[src/rtl/fft8_ctrl.sv]
// Sequencing controller for an 8-point radix-2 DIT FFT: bit-reversed load,
// 3x4 butterfly issue with delayed write-back, and natural-order unload.
module fft8_ctrl #(
  parameter int BF_LATENCY = 2
) (
  input  logic       clk_i,
  input  logic       reset,
  input  logic       s_tvalid,
  input  logic       s_tlast,
  output logic       s_tready,
  output logic       wr_en,
  output logic [2:0] wr_addr,
  output logic       bf_start,
  output logic [2:0] bf_addr_a,
  output logic [2:0] bf_addr_b,
  output logic [1:0] tw_idx,
  output logic [1:0] stage,
  output logic       bf_wr_en,
  output logic [2:0] bf_wr_addr_a,
  output logic [2:0] bf_wr_addr_b,
  output logic       m_tvalid,
  output logic       m_tlast,
  input  logic       m_tready,
  output logic [2:0] rd_addr,
  output logic       busy,
  output logic       frame_err
);

  typedef enum logic [1:0] {LOAD, COMPUTE, OUTPUT} state_t;

  localparam int         PHASE_LEN  = 4 + BF_LATENCY;
  localparam logic [3:0] PHASE_LAST = 4'(PHASE_LEN - 1);
  localparam int         WB_W       = 3 * BF_LATENCY;

  state_t            state_q, state_d;
  logic [2:0]        cnt_q, cnt_d;
  logic [2:0]        ocnt_q, ocnt_d;
  logic [1:0]        stage_q, stage_d;
  logic [3:0]        pcnt_q, pcnt_d;
  logic              s_tready_q, s_tready_d;
  logic              frame_err_q, frame_err_d;
  logic              bf_start_q, bf_start_d;
  logic [2:0]        bf_addr_a_q, bf_addr_a_d;
  logic [2:0]        bf_addr_b_q, bf_addr_b_d;
  logic [1:0]        tw_idx_q, tw_idx_d;
  logic [BF_LATENCY-1:0] wb_vld_q, wb_vld_d;
  logic [WB_W-1:0]   wb_a_q, wb_a_d;
  logic [WB_W-1:0]   wb_b_q, wb_b_d;
  logic [BF_LATENCY:0] wb_vld_cat;
  logic [WB_W+2:0]   wb_a_cat;
  logic [WB_W+2:0]   wb_b_cat;
  logic              hs_in;
  logic              hs_out;

  function automatic logic [2:0] bitrev3(input logic [2:0] v);
    return {v[0], v[1], v[2]};
  endfunction

  // Operand A: k with a zero inserted at bit position s.
  function automatic logic [2:0] op_addr_a(input logic [1:0] s, input logic [1:0] k);
    case (s)
      2'd0:    return {k, 1'b0};
      2'd1:    return {k[1], 1'b0, k[0]};
      default: return {1'b0, k};
    endcase
  endfunction

  function automatic logic [2:0] op_span(input logic [1:0] s);
    case (s)
      2'd0:    return 3'd1;
      2'd1:    return 3'd2;
      default: return 3'd4;
    endcase
  endfunction

  function automatic logic [1:0] twiddle(input logic [1:0] s, input logic [1:0] k);
    case (s)
      2'd0:    return 2'd0;
      2'd1:    return {k[0], 1'b0};
      default: return k;
    endcase
  endfunction

  assign hs_in  = s_tvalid & s_tready_q;
  assign hs_out = (state_q == OUTPUT) & m_tready;

  always_comb begin
    state_d     = state_q;
    cnt_d       = cnt_q;
    ocnt_d      = ocnt_q;
    stage_d     = stage_q;
    pcnt_d      = pcnt_q;
    frame_err_d = 1'b0;

    case (state_q)
      LOAD: begin
        if (hs_in) begin
          if (cnt_q == 3'd7) begin
            cnt_d       = 3'd0;
            pcnt_d      = 4'd0;
            stage_d     = 2'd0;
            state_d     = COMPUTE;
            frame_err_d = ~s_tlast;
          end else if (s_tlast) begin
            cnt_d       = 3'd0;
            frame_err_d = 1'b1;
          end else begin
            cnt_d = cnt_q + 3'd1;
          end
        end
      end
      COMPUTE: begin
        if (pcnt_q == PHASE_LAST) begin
          pcnt_d = 4'd0;
          if (stage_q == 2'd2) begin
            stage_d = 2'd0;
            ocnt_d  = 3'd0;
            state_d = OUTPUT;
          end else begin
            stage_d = stage_q + 2'd1;
          end
        end else begin
          pcnt_d = pcnt_q + 4'd1;
        end
      end
      OUTPUT: begin
        if (hs_out) begin
          if (ocnt_q == 3'd7) begin
            ocnt_d  = 3'd0;
            state_d = LOAD;
          end else begin
            ocnt_d = ocnt_q + 3'd1;
          end
        end
      end
      default: state_d = LOAD;
    endcase

    // Issue outputs are registered, so they are derived from the next state.
    s_tready_d  = (state_d == LOAD);
    bf_start_d  = (state_d == COMPUTE) && (pcnt_d < 4'd4);
    bf_addr_a_d = 3'd0;
    bf_addr_b_d = 3'd0;
    tw_idx_d    = 2'd0;
    if (bf_start_d) begin
      bf_addr_a_d = op_addr_a(stage_d, pcnt_d[1:0]);
      bf_addr_b_d = op_addr_a(stage_d, pcnt_d[1:0]) + op_span(stage_d);
      tw_idx_d    = twiddle(stage_d, pcnt_d[1:0]);
    end

    wb_vld_cat = {wb_vld_q, bf_start_q};
    wb_a_cat   = {wb_a_q, bf_addr_a_q};
    wb_b_cat   = {wb_b_q, bf_addr_b_q};
    wb_vld_d   = wb_vld_cat[BF_LATENCY-1:0];
    wb_a_d     = wb_a_cat[WB_W-1:0];
    wb_b_d     = wb_b_cat[WB_W-1:0];
  end

  always_ff @(posedge clk_i or negedge reset) begin
    if (!reset) begin
      state_q     <= LOAD;
      cnt_q       <= 3'd0;
      ocnt_q      <= 3'd0;
      stage_q     <= 2'd0;
      pcnt_q      <= 4'd0;
      s_tready_q  <= 1'b0;
      frame_err_q <= 1'b0;
      bf_start_q  <= 1'b0;
      bf_addr_a_q <= 3'd0;
      bf_addr_b_q <= 3'd0;
      tw_idx_q    <= 2'd0;
      wb_vld_q    <= '0;
      wb_a_q      <= '0;
      wb_b_q      <= '0;
    end else begin
      state_q     <= state_d;
      cnt_q       <= cnt_d;
      ocnt_q      <= ocnt_d;
      stage_q     <= stage_d;
      pcnt_q      <= pcnt_d;
      s_tready_q  <= s_tready_d;
      frame_err_q <= frame_err_d;
      bf_start_q  <= bf_start_d;
      bf_addr_a_q <= bf_addr_a_d;
      bf_addr_b_q <= bf_addr_b_d;
      tw_idx_q    <= tw_idx_d;
      wb_vld_q    <= wb_vld_d;
      wb_a_q      <= wb_a_d;
      wb_b_q      <= wb_b_d;
    end
  end

  assign s_tready     = s_tready_q;
  assign wr_en        = hs_in;
  assign wr_addr      = bitrev3(cnt_q);
  assign bf_start     = bf_start_q;
  assign bf_addr_a    = bf_addr_a_q;
  assign bf_addr_b    = bf_addr_b_q;
  assign tw_idx       = tw_idx_q;
  assign stage        = stage_q;
  assign bf_wr_en     = wb_vld_q[BF_LATENCY-1];
  assign bf_wr_addr_a = wb_a_q[WB_W-1 -: 3];
  assign bf_wr_addr_b = wb_b_q[WB_W-1 -: 3];
  assign m_tvalid     = (state_q == OUTPUT);
  assign m_tlast      = (state_q == OUTPUT) && (ocnt_q == 3'd7);
  assign rd_addr      = ocnt_q;
  assign busy         = (state_q != LOAD);
  assign frame_err    = frame_err_q;

endmodule

[config.mk]
export PLATFORM = sky130hd
export DESIGN_NAME = fft8_ctrl
export DESIGN_NICKNAME = d
export VERILOG_FILES = /design/src/rtl/fft8_ctrl.sv
export SDC_FILE = /design/constraint.sdc
export NUM_CORES = 1
export LEC_CHECK = 0
export ABC_CLOCK_PERIOD_IN_PS = 3600
export CORE_MARGIN = 2
export CORE_UTILIZATION = 30
export DETAILED_ROUTE_END_ITERATION = 6
export PLACE_DENSITY = 0.53
export SLEW_MARGIN = 20
export SYNTH_ARGS = -nofsm -noshare
export SYNTH_HDL_FRONTEND = slang
export SYNTH_SLANG_ARGS = --single-unit
[constraint.sdc]
create_clock -name clk_i -period 3.6 [get_ports clk_i]
set_input_delay 0.72 -clock clk_i [delete_from_list [all_inputs] [get_ports clk_i]]
set_output_delay 0.72 -clock clk_i [all_outputs]
set_load 0.01 [all_outputs]
======== After elaboration in Yosys (flattened, before gate mapping) ========
Index checks and enable logic that the tools add are counted.
cells by class
  add/subtract/negate cells ............... 5
  order comparisons ....................... 1
  eq/ne operators ......................... 11
  mux-type cells .......................... 35
  bitwise gates (word level) .............. 3
  reductions and logical operators ........ 9
operator list
  cell                 count
  $mux 3               10
  $mux 2               11
  $pmux 3 s2           3
  $mux 4               3
  $pmux 2 s2           2
  $pmux 4 s2           1
  $add 3x1->3 const B  2
  $eq 2x1->1 const B   3
  $eq 3x3->1 const B   2
  $logic_not 2->1      3
  $pmux 2 s3           1
  $add 4x1->4 const B  1
  $eq 2x2->1 const B   2
  $eq 4x3->1 const B   1
  $lt 4x3->1 const B   1
  $mux 1               4
  $ne 2x2->1 const B   2
  $reduce_and 4->1     1
  $reduce_bool 2->1    2
  $add 3x3->3          1
  $add 2x1->2 const B  1
  $and 1x1->1          2
  $logic_and 1x1->1    2
  $ne 2x1->1 const B   1
  2 further kinds      2
word-level totals
  register bits after elaboration ......... 39
  output and inout bits ................... 30

======== Logic depth before layout (Yosys ltp) ========
Gate-level depths: netlist of run 1.
  word-level depth ........................ 9
  gate-level depth with buffers ........... 10
  depth with buffers taken out ............ 10

======== Worst setup path after synthesis of run 1 ========
OpenSTA, ideal clock, no wires.
  path type ............................... in2reg
  from .................................... in s_tvalid
  to ...................................... reg bf_addr_b_q[2] (netlist: bf_addr_b[2])
  library setup time ...................... 0.120 ns
  arrival ................................. 2.669 ns
  required time ........................... 3.480 ns
  setup slack ............................. 0.811 ns
  stages on the path ...................... 8
  path buffers ............................ 1
  cell sequence ........................... and2_1 -> buf_2 -> a31oi_4 -> a221o_1 -> a22o_1 -> fa_1 -> or3_1 -> and3_1
on the way
  longest elaborated chain between the ends .. 8
RTL lines
  element                                               RTL line  text
  start, declared                                       8         input logic s_tvalid,
  $and 1x1->1 (*)                                       84        assign hs_in = s_tvalid & s_tready_q;
  net wr_en                                             11        output logic wr_en,
  $mux 2 (*)                                            97        if (hs_in) begin
  $pmux 2 s2 (*)                                        95        case (state_q)
  net stage_d[1]                                        38        logic [1:0] stage_q, stage_d;
  $eq 2x1->1 / $logic_not 2->1 (equally long branches)  61, 69
  $pmux 3 s2, on equally long branches                  61, 69
  $mux 3                                                145       if (bf_start_d) begin
  $add 3x3->3 (*)                                       147       bf_addr_b_d = op_addr_a(stage_d, pcnt_d[1:0]) + op_span(stage_d);
  $mux 3 (*)                                            145
  net bf_addr_b_d[2]                                    44        logic [2:0] bf_addr_b_q, bf_addr_b_d;
  end signal, assigned                                  185       bf_addr_b_q <= bf_addr_b_d;
  end, declared                                         44
Mark *: on every way through the listed nets, which the timed path passes. The rest lies on a longest branch. The select of a mux whose other input is x is not followed.
A chain may end at the register's enable or synchronous reset.

======== Worst setup path after layout of run 1 ========
  from .................................... in s_tvalid
  to ...................................... reg bf_addr_b_q[2] (netlist: bf_addr_b[2])
on the way
  longest elaborated chain between the ends .. 8
RTL lines
  element                                               RTL line
  $and 1x1->1 (*)                                       84
  $mux 2 (*)                                            97
  $pmux 2 s2 (*)                                        95
  net stage_d[1]                                        38
  $eq 2x1->1 / $logic_not 2->1 (equally long branches)  61, 69
  $pmux 3 s2, on equally long branches                  61, 69
  $mux 3                                                145
  $add 3x3->3 (*)                                       147
  $mux 3 (*)                                            145
  net bf_addr_b_d[2]                                    44
Marked as above.

==> impl_metrics.env, run 1 <==
export IMPL_synth_cell_types=37
export IMPL_min_to="wb_b_q[5]"
export IMPL_vias=1171
export IMPL_worst_pin_slew_ns=0.8559
export IMPL_grt_ovfl_total=0
export IMPL_multi_input_area_um2=624.3
export IMPL_drtIter0Drc=47
export IMPL_maxSlewViolCount=0
export IMPL_drc=0
export IMPL_setup_worst_path_end_class="flip-flop"
export IMPL_first_pass_iters=4
export IMPL_routed_wl_mm=3.265
export IMPL_critPathKind="in -> reg"
export IMPL_worstPathRequired_ns=3.79
export IMPL_hold_buffers=0
export IMPL_hold_depth=0
export IMPL_leakage_nw=0.9902
export IMPL_r2r_end="bf_addr_b[2]"
export IMPL_die_w_um=78.76
export IMPL_start_util=0.3083
export IMPL_drive_above_1_share=0.07182
export IMPL_relSlewSlack=0.4294
export IMPL_syn_area_per_cell_um2=11.33
export IMPL_ff2ff_setup_slack_ns=0.78
export IMPL_ir_drop_mv=0.3022
export IMPL_synth_largest_area_cell="dfrtp_1"
export IMPL_vias_per_cell=4.628
export IMPL_layout_area_overhead_vs_synth_pct=27.24
export IMPL_post_route_period_util=0.8456
export IMPL_synth_seq_cells=39
export IMPL_cts_buffer_depth=2
export IMPL_hp_class="reg -> reg"
export IMPL_grt_util_all_layers=0.1158
export IMPL_synth_flop_cell="dfrtp_1"
export IMPL_synth_async_reset_ratio=1.000
export IMPL_drt_wirelength_per_cell_um=12.91
export IMPL_fin_hold_ws_ns=0.3512
export IMPL_coreArea_mm2=0.005439
export IMPL_synthTopCellsByCount="dfrtp_1 (39), nand2_1 (15), nor2_1 (13)"
export IMPL_drv_cap=0
export IMPL_rsz0062_at_grt="no"
export IMPL_rows=27
export IMPL_grt_pass1_wl_mm=5.547
export IMPL_fillers=528
export IMPL_die_area_mm2=0.006202
export IMPL_clk_pin_slew_ns=0.08
export IMPL_fmax_mhz=328.5
export IMPL_fin_crit_ns=3.044
export IMPL_cts_setup_buffers=0
export IMPL_synth_area_leaders="dfrtp_1 (58%), ha_1 (5.2%), nand2_1 (3.4%), o21ai_0 (3.0%), nor2_1 (2.9%)"
export IMPL_cts_tree="yes"
export IMPL_yosysWarnings=0
export IMPL_final_nets=193
export IMPL_diodes=0
export IMPL_syn_cell_area_mm2=0.001677
export IMPL_synth_edff_count=0
export IMPL_cp_arrival_ns=3.23
export IMPL_dpl_hpwl_mm=2.308
export IMPL_finalSetupTns_ns=0
export IMPL_post_synth_top_count_cell="dfrtp_1"
export IMPL_port_buffers=34
export IMPL_start_kind="input port"
export IMPL_ant_nets=0
export IMPL_setup_viol=0
export IMPL_worstHoldStart="wb_b_q[2]"
export IMPL_rr_worst_depth=8
export IMPL_grt_max_degree=40
export IMPL_power_density_mw_per_mm2=598.3
export IMPL_die_h_um=78.76
export IMPL_insertion_delay_ns=0.29
export IMPL_seq_area_um2=975.9
export IMPL_cts_inserted_buffers=5
export IMPL_synth_net_count=161
export IMPL_gp_congestion=0.8091
export IMPL_synth_top_area_frac=0.5821
export IMPL_io_pins=35
export IMPL_yosysSeqAreaShare=0.5821
export IMPL_reg2reg_from="cnt_q[0]"
export IMPL_cts_root_buf="clkbuf_8"
export IMPL_cts_resized=0
export IMPL_cp_max_fo=9
export IMPL_synthCells=148
export IMPL_htreeDepth=2
export IMPL_antenna_found_initial=0
export IMPL_fin_worst_skew_ns=0.002115
export IMPL_cts_sinks=39
export IMPL_outcome="completed"
export IMPL_grt_pass1_vias=1155
export IMPL_finalHoldViolCount=0
sequential cells by signal (all words and copies together), names as in the netlist:
name       flops
state_q        2
stage          2
rd_addr        3
wb_b_q         6
wb_a_q         6
frame_err      1
pcnt_q         4
wb_vld_q       2
bf_start       1
tw_idx         2
bf_addr_a      3
s_tready       1
cnt_q          3
bf_addr_b      3
worst max-delay path, stage by stage:
cell,delay [ns]
clkdlybuf4s50_1,0.45
and2_1,0.22
a31oi_4,0.17
a221o_1,0.47
a22o_1,0.24
fa_1,0.40
or3_1,0.38
and3_1,0.18
metal layers:
layer / vias up / wire (µm) / track usage
met5: - / 0 / 0
met4: 0 / 49 / 0.04912
li1: 568 / - / -
met1: 566 / 1456 / 0.1377
met2: 30 / 1602 / 0.1923
met3: 7 / 157 / 0.03750
final cells by class:
class / instances / area share
clock buffer: 5 / 0.03226
clock inverter: 3 / 0.009384
inverter: 5 / 0.008798
multi-input combinational: 95 / 0.2927
sequential: 39 / 0.4575
tap: 72 / 0.04223
timing repair buffer: 34 / 0.1572
where the power goes:
part / switching (W) / total (W) / internal (W)
clock network: 0.000157 / 0.000292 / 0.000135
logic: 0.000197 / 0.000389 / 0.000192
registers: 0.0000754 / 0.000596 / 0.000520
total: 0.000429 / 0.00128 / 0.000847
cells by family after synthesis:
kind of cell | synth area share
multiplexers | 0.006716
AND/OR/NAND/NOR | 0.1776
buffers and inverters | 0.04551
AO/OA/AOI/OAI | 0.1187
adder cells (fa/ha/maj) | 0.06418
flip-flops | 0.5821
XOR/XNOR | 0.005225
metrics by stage:
stage               total power [W]  cells    util  instance area, µm²  setup slack (ns)
finish                     0.001276    253  0.3922                2133            0.5559
CTS                        0.001293    253  0.3922                2133            0.5739
global route               0.001372    253  0.3922                2133            0.4852
floorplan                 0.0008300    148       -                1677            0.8110
detailed placement        0.0009925    245  0.3759                2044            0.2569
global placement          0.0009814    245  0.3759                2044            0.3050
worst max-delay path by stage:
stage	to	from	cells after the start	slack, ns
2_1_floorplan	bf_addr_b[2]	s_tvalid	8	0.81
3_3_place_gp	bf_addr_b[2]	s_tvalid	8	0.30
3_5_place_dp	bf_addr_b[2]	s_tvalid	8	0.26
4_1_cts	bf_addr_b[2]	s_tvalid	8	0.57
5_1_grt	bf_addr_b[2]	s_tvalid	8	0.49
6_report	bf_addr_b[2]	s_tvalid	8	0.56
layout by cell type, fill, tap and decap left out, drive strengths merged, types with 2 or more instances in the layout:
| cell | Yosys | layout |
|---|---|---|
| a21o | 3 | 3 |
| a22o | 2 | 2 |
| a22oi | 2 | 2 |
| and2 | 7 | 7 |
| and3 | 3 | 3 |
| clkbuf | 1 | 5 |
| clkdlybuf4s50 | 0 | 33 |
| clkinvlp | 0 | 2 |
| dfrtp | 39 | 39 |
| ha | 7 | 7 |
| inv | 5 | 5 |
| nand2 | 15 | 15 |
| nand3 | 5 | 5 |
| nor2 | 13 | 13 |
| nor2b | 2 | 2 |
| nor3 | 3 | 3 |
| nor4 | 3 | 3 |
| o21ai | 10 | 10 |
| or3 | 3 | 3 |
Power figures use the tool's default switching activity.
==> run 2: changes to the inputs <==
--- a/config.mk
+++ b/config.mk
@@ -5,11 +5,11 @@
 export SDC_FILE = /design/constraint.sdc
 export NUM_CORES = 1
 export LEC_CHECK = 0
-export ABC_CLOCK_PERIOD_IN_PS = 3600
+export ABC_CLOCK_PERIOD_IN_PS = 2550
 export CORE_MARGIN = 2
 export CORE_UTILIZATION = 30
 export DETAILED_ROUTE_END_ITERATION = 6
-export PLACE_DENSITY = 0.53
+export PLACE_DENSITY = 0.55
 export SLEW_MARGIN = 20
 export SYNTH_ARGS = -nofsm -noshare
 export SYNTH_HDL_FRONTEND = slang
==> constraint.sdc (replaced) <==
create_clock -name clk_i -period 2.55 [get_ports clk_i]
set_input_delay 0.51 -clock clk_i [delete_from_list [all_inputs] [get_ports clk_i]]
set_output_delay 0.51 -clock clk_i [all_outputs]
set_load 0.01 [all_outputs]
==> run 2 against run 1 <==
  * First-iteration DRC count grew 28%
  * Die area unchanged
  * Sequential power is 38% higher
  * Final cell count is 5.9% higher
  * Critical path type unchanged
==> impl_metrics.env, run 2 (synthesis gave the netlist of run 1 again) <==
export IMPL_outcome="completed"
export IMPL_clk_pin_slew_ns=0.08
export IMPL_ant_nets=0
export IMPL_start_kind="input port"
export IMPL_rows=27
export IMPL_rr_worst_depth=10
export IMPL_reg2reg_from="pcnt_q[1]"
export IMPL_top_regs="wb_a_q (6), wb_b_q (6), pcnt_q (4)"
export IMPL_crit_slowest_cell="clkdlybuf4s50_1"
export IMPL_insertion_delay_ns=0.29
export IMPL_post_route_period_util=0.9484
export IMPL_port_buffers=34
export IMPL_cts_root_buf="clkbuf_8"
export IMPL_cp_arrival_ns=2.61
export IMPL_die_area_mm2=0.006202
export IMPL_setup_worst_path_end_class="flip-flop"
export IMPL_r2r_end="bf_addr_b[2]"
export IMPL_final_cell_mix="dfrtp_1 (39), clkdlybuf4s50_1 (33), nand2_1 (14), buf_4 (14), nor2_1 (12)"
export IMPL_gp_congestion=0.8181
export IMPL_maxSlewViolCount=0
export IMPL_dpl_hpwl_mm=2.475
export IMPL_cts_buffer_depth=2
export IMPL_drc=0
export IMPL_layout_commonest_cell="dfrtp_1"
export IMPL_relSlewSlack=0.4415
export IMPL_cp_cell_sequence="clkdlybuf4s50_1 > and2_4 > a31oi_4 > a221o_1 > a22o_1 > fa_2 > or3_1 > and3_1"
export IMPL_worst_pin_slew_ns=0.8377
export IMPL_fin_worst_skew_ns=0.01074
export IMPL_drv_cap=0
export IMPL_layout_area_overhead_vs_synth_pct=38.43
export IMPL_drt_wirelength_per_cell_um=12.56
export IMPL_first_pass_iters=4
export IMPL_vias=1209
export IMPL_grt_max_degree=40
export IMPL_cts_sinks=39
export IMPL_drtIter0Drc=60
export IMPL_finalNonFillerCells=268
export IMPL_hp_class="in -> async"
export IMPL_fin_crit_ns=2.418
export IMPL_setup_viol=0
export IMPL_cts_inserted_buffers=5
export IMPL_finalHoldViolCount=0
export IMPL_critPathKind="in -> reg"
export IMPL_leakage_nw=1.080
export IMPL_htreeDepth=2
export IMPL_grt_ovfl_total=0
export IMPL_power_density_mw_per_mm2=895.9
export IMPL_fmax_mhz=413.5
export IMPL_grt_pass1_wl_mm=5.775
export IMPL_die_w_um=78.76
export IMPL_routed_wl_mm=3.366
export IMPL_antenna_found_initial=0
export IMPL_power_w=0.002079
export IMPL_start_util=0.3083
export IMPL_critPathMaxStageDelay_ns=0.46
export IMPL_ff2ff_setup_slack_ns=0.15
export IMPL_vias_per_cell=4.511
export IMPL_coreArea_mm2=0.005439
export IMPL_drive_above_1_share=0.1990
export IMPL_cp_max_fo=3
export IMPL_fillers=527
export IMPL_grt_pass1_vias=1181
export IMPL_finalSetupTns_ns=0
export IMPL_dp_cells=257
export IMPL_diodes=0
export IMPL_cts_tree="yes"
export IMPL_final_nets=208
export IMPL_io_pins=35
export IMPL_grt_util_all_layers=0.1204
export IMPL_ir_drop_mv=0.4076
export IMPL_die_h_um=78.76
export IMPL_worstPathRequired_ns=2.74
## run 2: cell count changes in the layout (fill, tap and decap cells not counted), sizes merged
cell,previous run,this run
buf,1,16
bufinv,0,1
clkinv,1,2
clkinvlp,2,0
## run 2: what timing repair did
action                                  in CTS  in global routing
pin swaps                                    0                  6
buffers inserted                             1                  2
endpoints found under the setup margin       1                  1
gates resized for setup                      6                  6
hold buffers                                 0                  0
## run 2: per-layer routing
metal  track usage  part of all wire
met2        0.1897              0.48
met5             0                 0
met4       0.04211            0.0080
met1        0.1577              0.47
met3       0.03636             0.040
## run 2: how the worst max path moves through the flow
stage / start / to / slack (ns) / cells after the start
after floorplan: s_tvalid / bf_addr_b[2] / 0.007 / 8
after global placement: s_tvalid / bf_addr_b[2] / -0.31 / 9
after detailed placement: s_tvalid / bf_addr_b[2] / -0.37 / 9
after CTS: pcnt_q[1] / bf_addr_b[2] / 0.02 / 10
after global routing: pcnt_q[1] / bf_addr_b[2] / -0.03 / 10
final: s_tvalid / bf_addr_b[2] / 0.13 / 8
## run 2: layout make-up
cell class                      count  area, µm²  area share
Timing Repair Buffer               49      451.7      0.1946
Inverter                            5      18.77    0.008086
Sequential cell                    39      975.9      0.4205
Tap cell                           72      90.09     0.03881
Clock inverter                      3      43.79     0.01887
Clock buffer                        5      68.82     0.02965
Multi-Input combinational cell     95      671.9      0.2895
## run 2: power breakdown
group          switching [W]  internal (W)  leakage [nW]
combinational       0.000344      0.000409         0.495
clock               0.000216      0.000291        0.0581
sequential         0.0000851      0.000735         0.527
## run 2: through the flow
step                      cell area (µm²)  worst slack, ns  hold slack [ns]  utilization
final                                2321           0.1316           0.3223       0.4267
after global routing                 2321         -0.03285           0.3627       0.4267
after CTS                            2285          0.01568           0.3530       0.4201
after detailed placement             2147          -0.3746           0.3355       0.3948
after global placement               2147          -0.3101           0.3336       0.3948
after floorplan                      1689         0.007477           0.2144            -
## run 2: critical path: cells and delay by family
family | cells | cell delay [ns]
compound gates | 3 | 0.67
simple gates | 3 | 0.63
fa+ha+maj | 1 | 0.33
buf+inv | 1 | 0.46
